[config.mk]
export PLATFORM = sky130hd
export DESIGN_NAME = neuron_spike_monitor
export DESIGN_NICKNAME = d
export VERILOG_FILES = /design/src/rtl/neuron_mon_pkg.sv /design/src/rtl/spike_event_fifo.sv /design/src/rtl/neuron_spike_monitor.sv
export SDC_FILE = /design/constraint.sdc
export NUM_CORES = 1
export LEC_CHECK = 0
export ABC_AREA = 1
export BUFFER_PORTS_ARGS = -buffer_cell sky130_fd_sc_hd__buf_4
export CAP_MARGIN = 5
export CORE_MARGIN = 2
export CORE_UTILIZATION = 59
export CTS_CLUSTER_SIZE = 16
export DETAILED_ROUTE_END_ITERATION = 10
export GPL_ROUTABILITY_DRIVEN = 0
export PLACE_DENSITY = 0.83
export RECOVER_POWER = 50
export SLEW_MARGIN = 20
export SYNTH_ARGS = -nofsm -noshare
export SYNTH_HDL_FRONTEND = slang
export SYNTH_HIERARCHICAL = 1
export SYNTH_SLANG_ARGS = --single-unit
[constraint.sdc]
create_clock -name clk -period 5.1 [get_ports clk]
set_clock_uncertainty 0.15 [all_clocks]
set_input_delay 0.765 -clock clk [delete_from_list [all_inputs] [get_ports clk]]
set_output_delay 0.765 -clock clk [all_outputs]
set_load 0.005 [all_outputs]
[src/rtl/neuron_mon_pkg.sv]
// Shared definitions for the neuron spike monitor: default timestamp width,
// the {ts, isi} event record and the membrane-potential reset constant.
package neuron_mon_pkg;

    // Default width of timestamps and inter-spike intervals
    localparam int TS_W_DEF = 16;

    // Most negative 8-bit potential; guarantees the first sample after reset
    // can be treated as a rising crossing from below
    localparam logic signed [7:0] V_RESET = 8'sh80;

    // One spike event as seen by the consumer
    typedef struct packed {
        logic [TS_W_DEF-1:0] ts;
        logic [TS_W_DEF-1:0] isi;
    } spike_evt_t;

endpackage

[src/rtl/spike_event_fifo.sv]
// Synchronous first-word-fall-through event FIFO with a registered head word.
// Storage is an array written on push; the head register is reloaded either
// from the array (after a pop) or straight from the input (push into a FIFO
// that is, or is about to become, empty).
module spike_event_fifo #(
    parameter int DEPTH  = 4,
    parameter int DATA_W = 32
) (
    input  logic              clk,
    input  logic              rst,
    input  logic              push_i,
    input  logic              pop_i,
    input  logic [DATA_W-1:0] din_i,
    output logic [DATA_W-1:0] dout_o,
    output logic              empty_o,
    output logic              full_o,
    output logic              drop_o
);

    localparam int PTR_W = $clog2(DEPTH);
    localparam int CNT_W = PTR_W + 1;

    logic [DATA_W-1:0] mem_q [DEPTH];
    logic [DATA_W-1:0] head_q, head_d;
    logic [PTR_W-1:0]  rd_ptr_q, wr_ptr_q;
    logic [CNT_W-1:0]  count_q, count_d;
    logic [CNT_W-1:0]  remain;
    logic              pop_ok, push_ok;

    assign empty_o = (count_q == '0);
    assign full_o  = (count_q == CNT_W'(DEPTH));
    assign dout_o  = head_q;

    // A pop is only honoured when there is a head word; a push into a full
    // FIFO succeeds only if a pop frees a slot in the same cycle.
    assign pop_ok  = pop_i && !empty_o;
    assign push_ok = push_i && (!full_o || pop_ok);
    assign drop_o  = push_i && !push_ok;
    assign remain  = count_q - CNT_W'(pop_ok);

    // Next occupancy and next head word
    always_comb begin
        count_d = remain + CNT_W'(push_ok);
        head_d  = head_q;
        if (push_ok && (remain == '0)) begin
            head_d = din_i;
        end else if (pop_ok) begin
            head_d = mem_q[rd_ptr_q + PTR_W'(1)];
        end
    end

    // Storage array write port
    always_ff @(posedge clk) begin
        if (push_ok) begin
            mem_q[wr_ptr_q] <= din_i;
        end
    end

    // Pointers, occupancy and head register
    always_ff @(posedge clk) begin
        if (rst) begin
            rd_ptr_q <= '0;
            wr_ptr_q <= '0;
            count_q  <= '0;
            head_q   <= '0;
        end else begin
            rd_ptr_q <= rd_ptr_q + PTR_W'(pop_ok);
            wr_ptr_q <= wr_ptr_q + PTR_W'(push_ok);
            count_q  <= count_d;
            head_q   <= head_d;
        end
    end

endmodule

[src/rtl/neuron_spike_monitor.sv]
// Neuron spike monitor: detects upward threshold crossings of a sampled
// membrane potential, applies a refractory window, timestamps each spike and
// queues {ts, isi} events for a downstream consumer.
// Build option: define SPIKE_MON_ISI_EN to compute and queue the inter-spike
// interval; without it evt_isi is tied to zero and no ISI state exists.
module neuron_spike_monitor
    import neuron_mon_pkg::*;
#(
    parameter int FIFO_DEPTH = 4,
    parameter int TS_W       = TS_W_DEF,
    parameter int REFRACT    = 3
) (
    input  logic                   clk,
    input  logic                   rst,
    input  logic signed [7:0]      v_in,
    input  logic                   v_valid,
    input  logic signed [7:0]      thresh,
    input  logic                   clr,
    output logic                   spike_pulse,
    output logic                   evt_valid,
    input  logic                   evt_ready,
    output logic [TS_W-1:0]        evt_ts,
    output logic [TS_W-1:0]        evt_isi,
    output logic [7:0]             spike_count,
    output logic                   ovf
);

    localparam int REF_W = (REFRACT < 1) ? 1 : $clog2(REFRACT + 1);

    logic [TS_W-1:0]    ts_q;
    logic signed [7:0]  v_prev_q;
    logic [REF_W-1:0]   refr_q;
    logic               spike;
    logic               spike_pulse_q;
    logic [7:0]         count_q, count_d;
    logic               ovf_q, ovf_d;
    logic               fifo_empty, fifo_full, fifo_drop;

    // Rising crossing from at-or-below threshold to strictly above it,
    // outside the refractory window
    assign spike = v_valid && (v_prev_q <= thresh) && (v_in > thresh)
                   && (refr_q == '0);

    // Sample timestamp, previous potential and refractory countdown
    always_ff @(posedge clk) begin
        if (rst) begin
            ts_q     <= '0;
            v_prev_q <= V_RESET;
            refr_q   <= '0;
        end else if (v_valid) begin
            ts_q     <= ts_q + TS_W'(1);
            v_prev_q <= v_in;
            if (spike) begin
                refr_q <= REF_W'(REFRACT);
            end else if (refr_q != '0) begin
                refr_q <= refr_q - REF_W'(1);
            end
        end
    end

    // Saturating spike counter and sticky overflow; a spike or drop in the
    // clear cycle is still recorded
    always_comb begin
        count_d = clr ? 8'd0 : count_q;
        if (spike && (count_d != 8'hFF)) begin
            count_d = count_d + 8'd1;
        end
        ovf_d = (clr ? 1'b0 : ovf_q) | fifo_drop;
    end

    // Registered status outputs
    always_ff @(posedge clk) begin
        if (rst) begin
            spike_pulse_q <= 1'b0;
            count_q       <= '0;
            ovf_q         <= 1'b0;
        end else begin
            spike_pulse_q <= spike;
            count_q       <= count_d;
            ovf_q         <= ovf_d;
        end
    end

    assign spike_pulse = spike_pulse_q;
    assign spike_count = count_q;
    assign ovf         = ovf_q;
    assign evt_valid   = !fifo_empty;

`ifdef SPIKE_MON_ISI_EN
    localparam int DATA_W = 2 * TS_W;

    logic [TS_W-1:0]   last_ts_q;
    logic              first_q;
    logic [TS_W-1:0]   isi;
    logic [DATA_W-1:0] fifo_din, fifo_dout;

    // Interval since previous spike; all-ones until a spike has been seen
    assign isi = first_q ? '1 : (ts_q - last_ts_q);

    // Previous-spike timestamp, updated even when the event is dropped
    always_ff @(posedge clk) begin
        if (rst) begin
            last_ts_q <= '0;
            first_q   <= 1'b1;
        end else if (spike) begin
            last_ts_q <= ts_q;
            first_q   <= 1'b0;
        end
    end

    assign fifo_din = {ts_q, isi};
    assign evt_ts   = fifo_dout[DATA_W-1:TS_W];
    assign evt_isi  = fifo_dout[TS_W-1:0];
`else
    localparam int DATA_W = TS_W;

    logic [DATA_W-1:0] fifo_din, fifo_dout;

    assign fifo_din = ts_q;
    assign evt_ts   = fifo_dout;
    assign evt_isi  = '0;
`endif

    spike_event_fifo #(
        .DEPTH  (FIFO_DEPTH),
        .DATA_W (DATA_W)
    ) u_fifo (
        .clk     (clk),
        .rst     (rst),
        .push_i  (spike),
        .pop_i   (evt_ready),
        .din_i   (fifo_din),
        .dout_o  (fifo_dout),
        .empty_o (fifo_empty),
        .full_o  (fifo_full),
        .drop_o  (fifo_drop)
    );

endmodule

Word level (Yosys, flattened, before mapping)
Memory sizes are Yosys's and may differ from the RTL's.
Cells that the tools add are included.
{"block": "op_classes", "n_div": 0, "n_addsub": 8, "reduce_logical": 19, "eq_ne": 2, "n_bitwise": 1, "muxes": 9, "n_shift": 0, "n_mul": 0, "magnitude_cmp": 2}
{"op": "16-bit two-way mux", "count": 2}
{"op": "16-bit by 1-bit adder with 16-bit output (second input constant)", "count": 1}
{"op": "8-bit two-way mux", "count": 2}
{"op": "8-bit by 1-bit adder with 8-bit output (second input constant)", "count": 1}
{"op": "8-bit greater-than comparator", "count": 1}
{"op": "8-bit <= comparator", "count": 1}
{"op": "1-bit logical AND", "count": 8}
{"op": "8-bit inequality test (second input constant)", "count": 1}
{"op": "3-bit logical NOT", "count": 2}
{"op": "2-bit nonzero test", "count": 3}
{"op": "2-bit by 1-bit adder with 2-bit output", "count": 2}
{"op": "2-bit two-way mux", "count": 2}
{"op": "3-bit by 1-bit adder with 3-bit output", "count": 1}
{"op": "3-bit == test (second input constant)", "count": 1}
{"op": "1-bit logical NOT", "count": 3}
{"op": "1-bit two-way mux", "count": 3}
{"op": "3-bit by 1-bit subtractor with 3-bit output", "count": 1}
{"op": "2-bit by 1-bit adder with 2-bit output (second input constant)", "count": 1}
{"op": "2-bit logical NOT", "count": 1}
{"op": "2-bit AND reduction", "count": 1}
{"op": "2-bit by 1-bit subtractor with 2-bit output (second input constant)", "count": 1}
{"op": "1-bit logical OR", "count": 1}
{"op": "1-bit OR", "count": 1}
{"block": "totals", "regBits": 59, "latchBits": 0, "ram_bits": 64, "mem_count": 1, "mem_bits_ro": 0, "in_bits": 21}
{"name": "u_fifo.mem_q", "depth": 4, "word_bits": 16, "read_ports": 1, "rd_clocked_by_memory_dff": 0, "write_ports": 1, "line": "spike_event_fifo.sv:23", "rtl": "logic [DATA_W-1:0] mem_q [DEPTH];"}

Logic depth before layout (Yosys ltp)
Gate-level depths: netlist (run 1).
{"block": "depth", "word_depth": 8, "depth_mapped": 21}

By module
Netlist (run 1), hierarchy kept.
{"module": "spike_event_fifo", "seq_area_each_um2": 2382.3, "instances": 1, "cells_each": 418, "area_each_um2": 3857.4}
{"module": "neuron_spike_monitor", "seq_area_each_um2": 720.7, "instances": 1, "cells_each": 328, "area_each_um2": 2254.7}

Least setup slack after synthesis (run 1)
Ideal clock, no wire load.
{"block": "synth_path", "kind": "input to register", "from": "input thresh[5]", "to": "memory u_fifo/mem_q[0][0] (netlist name), enable pin", "setup_time_ns": 0.409, "setup_slack_ns": 1.165, "t_arrival_ns": 3.375, "path_stages": 12, "required_ns": 4.541, "path_cell_list": "inv_1 ha_1 a21oi_1 nor2_1 nor2_1 nand3_1 nand3_1 nand3_2 inv_1 nand2_1 buf_4 nor3_1"}
{"block": "synth_via", "elab_chain_cells": 7, "word_cells_on_any_way": 8, "cone_classes": "order compare (2); mux (2); reduce/logical (4)"}
{"element": "start: declaration", "line": "neuron_spike_monitor.sv:17", "rtl": "input logic signed [7:0] thresh,"}
{"element": "8-bit <= comparator", "line": "neuron_spike_monitor.sv:41", "rtl": "assign spike = v_valid && (v_prev_q <= thresh) && (v_in > thresh)"}
{"element": "1-bit logical AND", "line": "neuron_spike_monitor.sv:41"}
{"element": "1-bit logical AND (*)", "line": "neuron_spike_monitor.sv:41"}
{"element": "1-bit logical AND (*)", "line": "neuron_spike_monitor.sv:42", "rtl": "&& (refr_q == '0);"}
{"element": "named net spike", "line": "neuron_spike_monitor.sv:33", "rtl": "logic spike;"}
{"element": "1-bit logical AND (*)", "line": "spike_event_fifo.sv:37", "rtl": "assign push_ok = push_i && (!full_o || pop_ok);"}
{"element": "1-bit two-way mux (*)", "line": "spike_event_fifo.sv:54", "rtl": "if (push_ok) begin"}
{"element": "1-bit two-way mux (not written as such) (*)", "line": "spike_event_fifo.sv:55", "rtl": "mem_q[wr_ptr_q] <= din_i;"}
{"element": "end: declaration", "line": "spike_event_fifo.sv:23"}
The timed path passes the listed nets; every way through them passes the cells marked *.

Worst setup path after layout (run 1)
{"block": "layout_path", "from": "register u_fifo.count_q[1]", "to": "register u_fifo.head_q[8] (netlist: u_fifo/dout_o[8])"}
{"block": "layout_via", "elab_chain_cells": 7, "word_cells_on_any_way": 12, "cone_classes": "add/sub (1); eq/ne (1); mux (1); reduce/logical (9)"}
{"element": "start: declaration", "line": "spike_event_fifo.sv:26", "rtl": "logic [CNT_W-1:0] count_q, count_d;"}
{"element": "start signal: assignment", "line": "spike_event_fifo.sv:69", "rtl": "count_q <= count_d;"}
{"element": "3-bit logical NOT", "line": "spike_event_fifo.sv:30", "rtl": "assign empty_o = (count_q == '0);"}
{"element": "1-bit logical NOT", "line": "spike_event_fifo.sv:36", "rtl": "assign pop_ok = pop_i && !empty_o;"}
{"element": "1-bit logical AND", "line": "spike_event_fifo.sv:36"}
{"element": "3-bit by 1-bit subtractor with 3-bit output / 1-bit logical OR (equally long branches)", "line": "spike_event_fifo.sv:39, spike_event_fifo.sv:37"}
{"element": "3-bit logical NOT / 1-bit logical AND (equally long branches)", "line": "spike_event_fifo.sv:45, spike_event_fifo.sv:37"}
{"element": "1-bit logical AND", "line": "spike_event_fifo.sv:45", "rtl": "if (push_ok && (remain == '0)) begin"}
{"element": "16-bit two-way mux / 2-bit nonzero test (equally long branches)"}
{"element": "end signal: assignment", "line": "spike_event_fifo.sv:65", "rtl": "head_q <= '0;"}
{"element": "end signal: assignment", "line": "spike_event_fifo.sv:70", "rtl": "head_q <= head_d;"}
{"element": "end: declaration", "line": "spike_event_fifo.sv:24", "rtl": "logic [DATA_W-1:0] head_q, head_d;"}
Several ways; a longest one is shown, not always the timed one.
A chain may end at the register's enable or synchronous reset.

==> results of run 1 <==
flip-flops by register name, indices dropped and copies added (netlist names), 3 cells and up:
register and count:
u_fifo/dout_o 16, u_fifo/mem_q 64, v_prev_q 8, u_fifo/count_q 3, spike_count 8, fifo_din 16
critical path: stages, from the launching register on:
cell	delay, ns
dfxtp_1	0.31
nor2_1	0.14
inv_1	0.08
o21ai_2	0.70
inv_1	0.25
ha_1	0.26
ha_1	0.29
nand2_1	0.05
inv_1	0.10
nand4_1	0.72
o21ai_0	0.32
nand2_1	0.09
inv_1	0.06
nor2_1	0.03
routing by layer:
| layer | track usage (%) | up-vias | wire [um] |
|---|---|---|---|
| li1 | - | 2434 | - |
| met1 | 30.6 | 2261 | 5490 |
| met2 | 45.6 | 175 | 6760 |
| met3 | 5.57 | 23 | 798 |
| met4 | 9.02 | 0 | 230 |
| met5 | 0 | - | 0 |
power breakdown:
part           internal (W)  switching [W]
Combinational      0.000354       0.000615
Sequential          0.00113      0.0000715
Clock              0.000681       0.000408
Total               0.00217        0.00109
metrics by stage:
stage	hold WS, ns	std cells	util [%]	setup slack [ns]	cell area (sq um)
4_1_cts	0.303	942	69.1	1.45	7030
5_1_grt	0.330	942	68.8	0.937	7010
3_5_place_dp	0.305	910	63.8	1.35	6490
2_1_floorplan	0.283	760	-	1.17	6160
3_3_place_gp	0.300	910	63.8	1.44	6490
6_report	0.321	942	68.8	1.42	7010
path summary, 6_finish.rpt:
path | slack, ns | startpoint | cells after the start | end
min reg2reg | 0.32 | v_prev_q[7] | 2 | v_prev_q[7]
max reg2reg | 1.42 | u_fifo/count_q[1] | 13 | u_fifo/dout_o[8]
max | 1.42 | u_fifo/count_q[1] | 13 | u_fifo/dout_o[8]
min | 0.32 | v_prev_q[7] | 2 | v_prev_q[7]
cell usage in the layout, fill, tap and decap left out, drive strengths merged:
cell and instances:
and3 1, ha 25, inv 80, o21bai 1, dfxtp 59, xor2 1, nand3 13, nor3b 1
o31ai 1, nand4 8, xnor2 3, bufinv 1, nand3b 16, o21a 2, o21ai 34, conb 16
clkbuf 49, nand2 267, nor2 96, nor3 11, buf 25, a21oi 23, clkinv 9, edfxtp 64
layout make-up:
type / count / area share, %
clock buffers: 23 / 6.68
clock inverters: 9 / 1.02
inverters: 81 / 4.39
multi-input cells: 519 / 35.9
flip-flops and latches: 123 / 44.3
well taps: 136 / 2.43
repair buffers: 51 / 5.30
==> results_dict.tcl, run 1 <==
set metrics [dict create \
    status "complete, no violations" \
    insertion_delay_ns 0.51 \
    post-route-min-period_ns 3.68 \
    worst_ep_arrival_time_ns 3.92 \
    p_leak_nw 3.30 \
    vias_per_cell 5.19 \
    drt-pass1-iter-count 5 \
    clk_pin_slew_ns 0.06 \
    synthesis.area_sq_um 6110 \
    drt_iter0_drc 270 \
    maxCapViolations 0 \
    clockBufferDepth 2 \
    fmax_mhz 272 \
    grt_usage_pct 25.7 \
    post_cts_resized 0 \
    drtAntennaViolNets 0 \
    worstSetupPathType "reg2reg" \
    layout.nets 839 \
    drcViolationCount 0 \
    areaGrowthSynthToFinish_pct 14.7 \
    slew_headroom_pct 39.4 \
    total_power_w 0.00326 \
    report.final.hold_viol_count 0 \
    row_count 37 \
    port_buffers 47 \
    worst_pin_slew_ns 0.909 \
    wire_per_inst_um 14.1 \
    postSynthCellCount 745 \
    cts_root_buf "clkbuf_8" \
    postSynthAreaPerCell_sq_um 8.20 \
    initial_core_util_pct 60.0 \
    drive_above_1_share_pct 13.5 \
    slew_violations 0 \
    p_per_area_nw_per_um2 466 \
    grt_pass1_vias 4905 \
    n_antenna_cell 0 \
    grt_pass1_wl_mm 22.7 \
    hold_buffers 0 \
    antenna_found_initial 0 \
    clkSinkCount 123 \
    hold_class "reg2reg" \
    die_x_um 106 \
    ys_warn_count 6 \
    dieArea_sq_um 11200 \
    cts_tree "done" \
    irDropWorstVdd_v 0.000258 \
    htreeDepth 4 \
    setup-tns-final_ns 0 \
    post_cts_buffers 0 \
    num-fill-cells 793 \
    grt_max_degree 34 \
    routed_wl_mm 13.3 \
    routed-via-count 4893 \
    required_ns 5.35 \
    regArea_sq_um 3100 \
    rsz0062_at_grt "no" \
    finalSetupViolCount 0 \
    gr-total-overflow 0 \
    endpoint_kind "flip-flop" \
    num_io_pins 64 \
    coreArea_sq_um 10200 \
    multiInputGateArea_sq_um 2520 \
    chipHeight_um 106 \
    critPathLaunchType "flip-flop" \
    finalCritPeriodShare_pct 72.1 \
    worstPathMaxFanout 25 \
    hpwl_mm 8.84 \
    cts_buffers 17 \
]
Note: power is estimated with default switching activity, not from simulation.
==> inputs of run 2 (changes only) <==
==> constraint.sdc (replaced) <==
create_clock -name clk -period 3.8 [get_ports clk]
set_clock_uncertainty 0.15 [all_clocks]
set_input_delay 0.57 -clock clk [delete_from_list [all_inputs] [get_ports clk]]
set_output_delay 0.57 -clock clk [all_outputs]
set_load 0.005 [all_outputs]
==> run 2 against run 1 <==
  * Sequential share of layout area decreased by 0.28 points
  * Combinational power increased by 44%
  * Critical path depth unchanged
  * Die area unchanged
  * Register-to-register slack got worse by 0.85 ns
  * Maximum frequency increased by 14%
  * Worst setup slack got worse by 0.85 ns
  * Routed wire length decreased by 1.2%
  * Via count increased by 2.2%
  * Cell count increased by 0.21%
  * Non-clock buffer count increased by 2
  * Design area increased by 0.64%
  * Critical path type unchanged
  * Largest cell class unchanged
  * Largest power group unchanged
==> results_dict.tcl, run 2 (synthesis results as in run 1) <==
set metrics [dict create \
    largest_reg_flops 64 \
    row_count 37 \
    worstSetupPathType "reg2reg" \
    port_buffers 47 \
    clk_pin_slew_ns 0.06 \
    grt_pass1_vias 4779 \
    insertion_delay_ns 0.52 \
    antenna_found_initial 0 \
    top_layer "met4" \
    clkPwrFrac_pct 33.4 \
    drt_iter0_drc 284 \
    combinationalPowerShare_pct 31.0 \
    hold_class "in2reg" \
    wire_per_inst_um 13.9 \
    endpoint_kind "flip-flop" \
    clkSinkCount 123 \
    initial_core_util_pct 60.0 \
    wl_met1_mm 5.30 \
    route.met3.wl_um 807 \
    worst_pin_slew_ns 0.955 \
    drcViolationCount 0 \
    top_register "u_fifo/mem_q" \
    layout_commonest_cell "nand2_1" \
    required_ns 4.06 \
    cts_tree "done" \
    final_area_sq_um 7050 \
    crit_start "u_fifo/count_q[1]" \
    post-route-min-period_ns 3.23 \
    die_x_um 106 \
    p_sw_share_pct 33.8 \
    status "complete, no violations" \
    post_cts_buffers 0 \
    multiInputGateArea_sq_um 2520 \
    chipHeight_um 106 \
    worstPathMaxFanout 25 \
    areaGrowthSynthToFinish_pct 15.5 \
    layout_common_cells "nand2_1, nor2_1, inv_1, edfxtp_1, dfxtp_1" \
    irDropWorstVdd_v 0.000360 \
    maxCapViolations 0 \
    grt_pass1_wl_mm 22.0 \
    coreArea_sq_um 10200 \
    hold_path_startpoint "v_in[3]" \
    post_cts_resized 0 \
    vias_per_cell 5.30 \
    stdcell_count 944 \
    drtAntennaViolNets 0 \
    num_io_pins 64 \
    seq_power_share_pct 35.6 \
    gr-total-overflow 0 \
    worst_ep_arrival_time_ns 3.49 \
    p_leak_nw 3.28 \
    intPower_w 0.00300 \
    dp_cells 912 \
    routed_wl_mm 13.1 \
    layout.nets 841 \
    cts_root_buf "clkbuf_8" \
    p_per_area_nw_per_um2 643 \
    n_antenna_cell 0 \
    slew_headroom_pct 36.3 \
    slew_violations 0 \
    finalSetupViolCount 0 \
    regArea_sq_um 3100 \
    fmax_mhz 310 \
    drive_above_1_share_pct 13.7 \
    grt_usage_pct 25.0 \
    dieArea_sq_um 11200 \
    htreeDepth 4 \
    hold_buffers 0 \
    finalWorstSetupSlack_ns 0.573 \
    critPathLaunchType "flip-flop" \
    place_ws_ns 0.631 \
    report.final.hold_viol_count 0 \
    clockBufferDepth 2 \
    num-fill-cells 787 \
    finalCritPeriodShare_pct 84.9 \
    cts_buffers 17 \
    r2r_start "u_fifo/count_q[1]" \
    wl_met2_mm 6.72 \
    routed-via-count 5000 \
    hpwl_mm 8.68 \
    grt_max_degree 34 \
    rsz0062_at_grt "no" \
    setup-tns-final_ns 0 \
    place_area_sq_um 6510 \
    drt-pass1-iter-count 5 \
    power.switching_w 0.00153 \
    total_power_w 0.00453 \
]
run 2: critical path, cell delays in order, from the launching register on:
cell,delay [ns]
dfxtp_1,0.31
nor2_1,0.15
inv_1,0.08
o21ai_2,0.74
inv_1,0.25
ha_1,0.26
ha_1,0.29
nand2_1,0.05
inv_1,0.12
nand2_4,0.12
o21ai_0,0.31
nand2_1,0.14
nor2_1,0.11
nor2_1,0.04
run 2: layout make-up:
| type | instances | share of cell area (%) |
|---|---|---|
| Sequential cell | 123 | 44.0 |
| Multi-Input combinational cell | 519 | 35.7 |
| Clock buffer | 24 | 7.13 |
| Timing Repair Buffer | 53 | 5.53 |
| Inverter | 81 | 4.36 |
| Tap cell | 136 | 2.41 |
| Clock inverter | 8 | 0.887 |
run 2: power by group through the flow:
stage	Combinational [W]	Clock (W)	Sequential (W)
after floorplan	0.00102	0	0.00161
after detailed placement	0.00137	0	0.00164
after global routing	0.00158	0.00160	0.00163
final	0.00140	0.00151	0.00161
after CTS	0.00140	0.00153	0.00162
after global placement	0.00132	0	0.00164
run 2: per-layer routing:
metal  vias up  track usage [%]
met5         -                0
met1      2318             30.2
met4         0             8.18
li1       2438                -
met2       211             43.9
met3        33             5.81
run 2: final timing paths:
path / endpoint / slack, ns / cells after the start
worst max-delay path: u_fifo/dout_o[9] / 0.57 / 13
worst min-delay path: v_prev_q[3] / 0.14 / 3
worst max register to register: u_fifo/dout_o[9] / 0.57 / 13
worst min register to register: ovf / 0.34 / 2
run 2: metrics by stage:
| step | hold WS [ns] | util [%] |
|---|---|---|
| after floorplan | 0.283 | - |
| after global placement | 0.308 | 63.9 |
| after detailed placement | 0.333 | 63.9 |
| after CTS | 0.133 | 69.5 |
| after global routing | 0.132 | 69.3 |
| final | 0.141 | 69.3 |
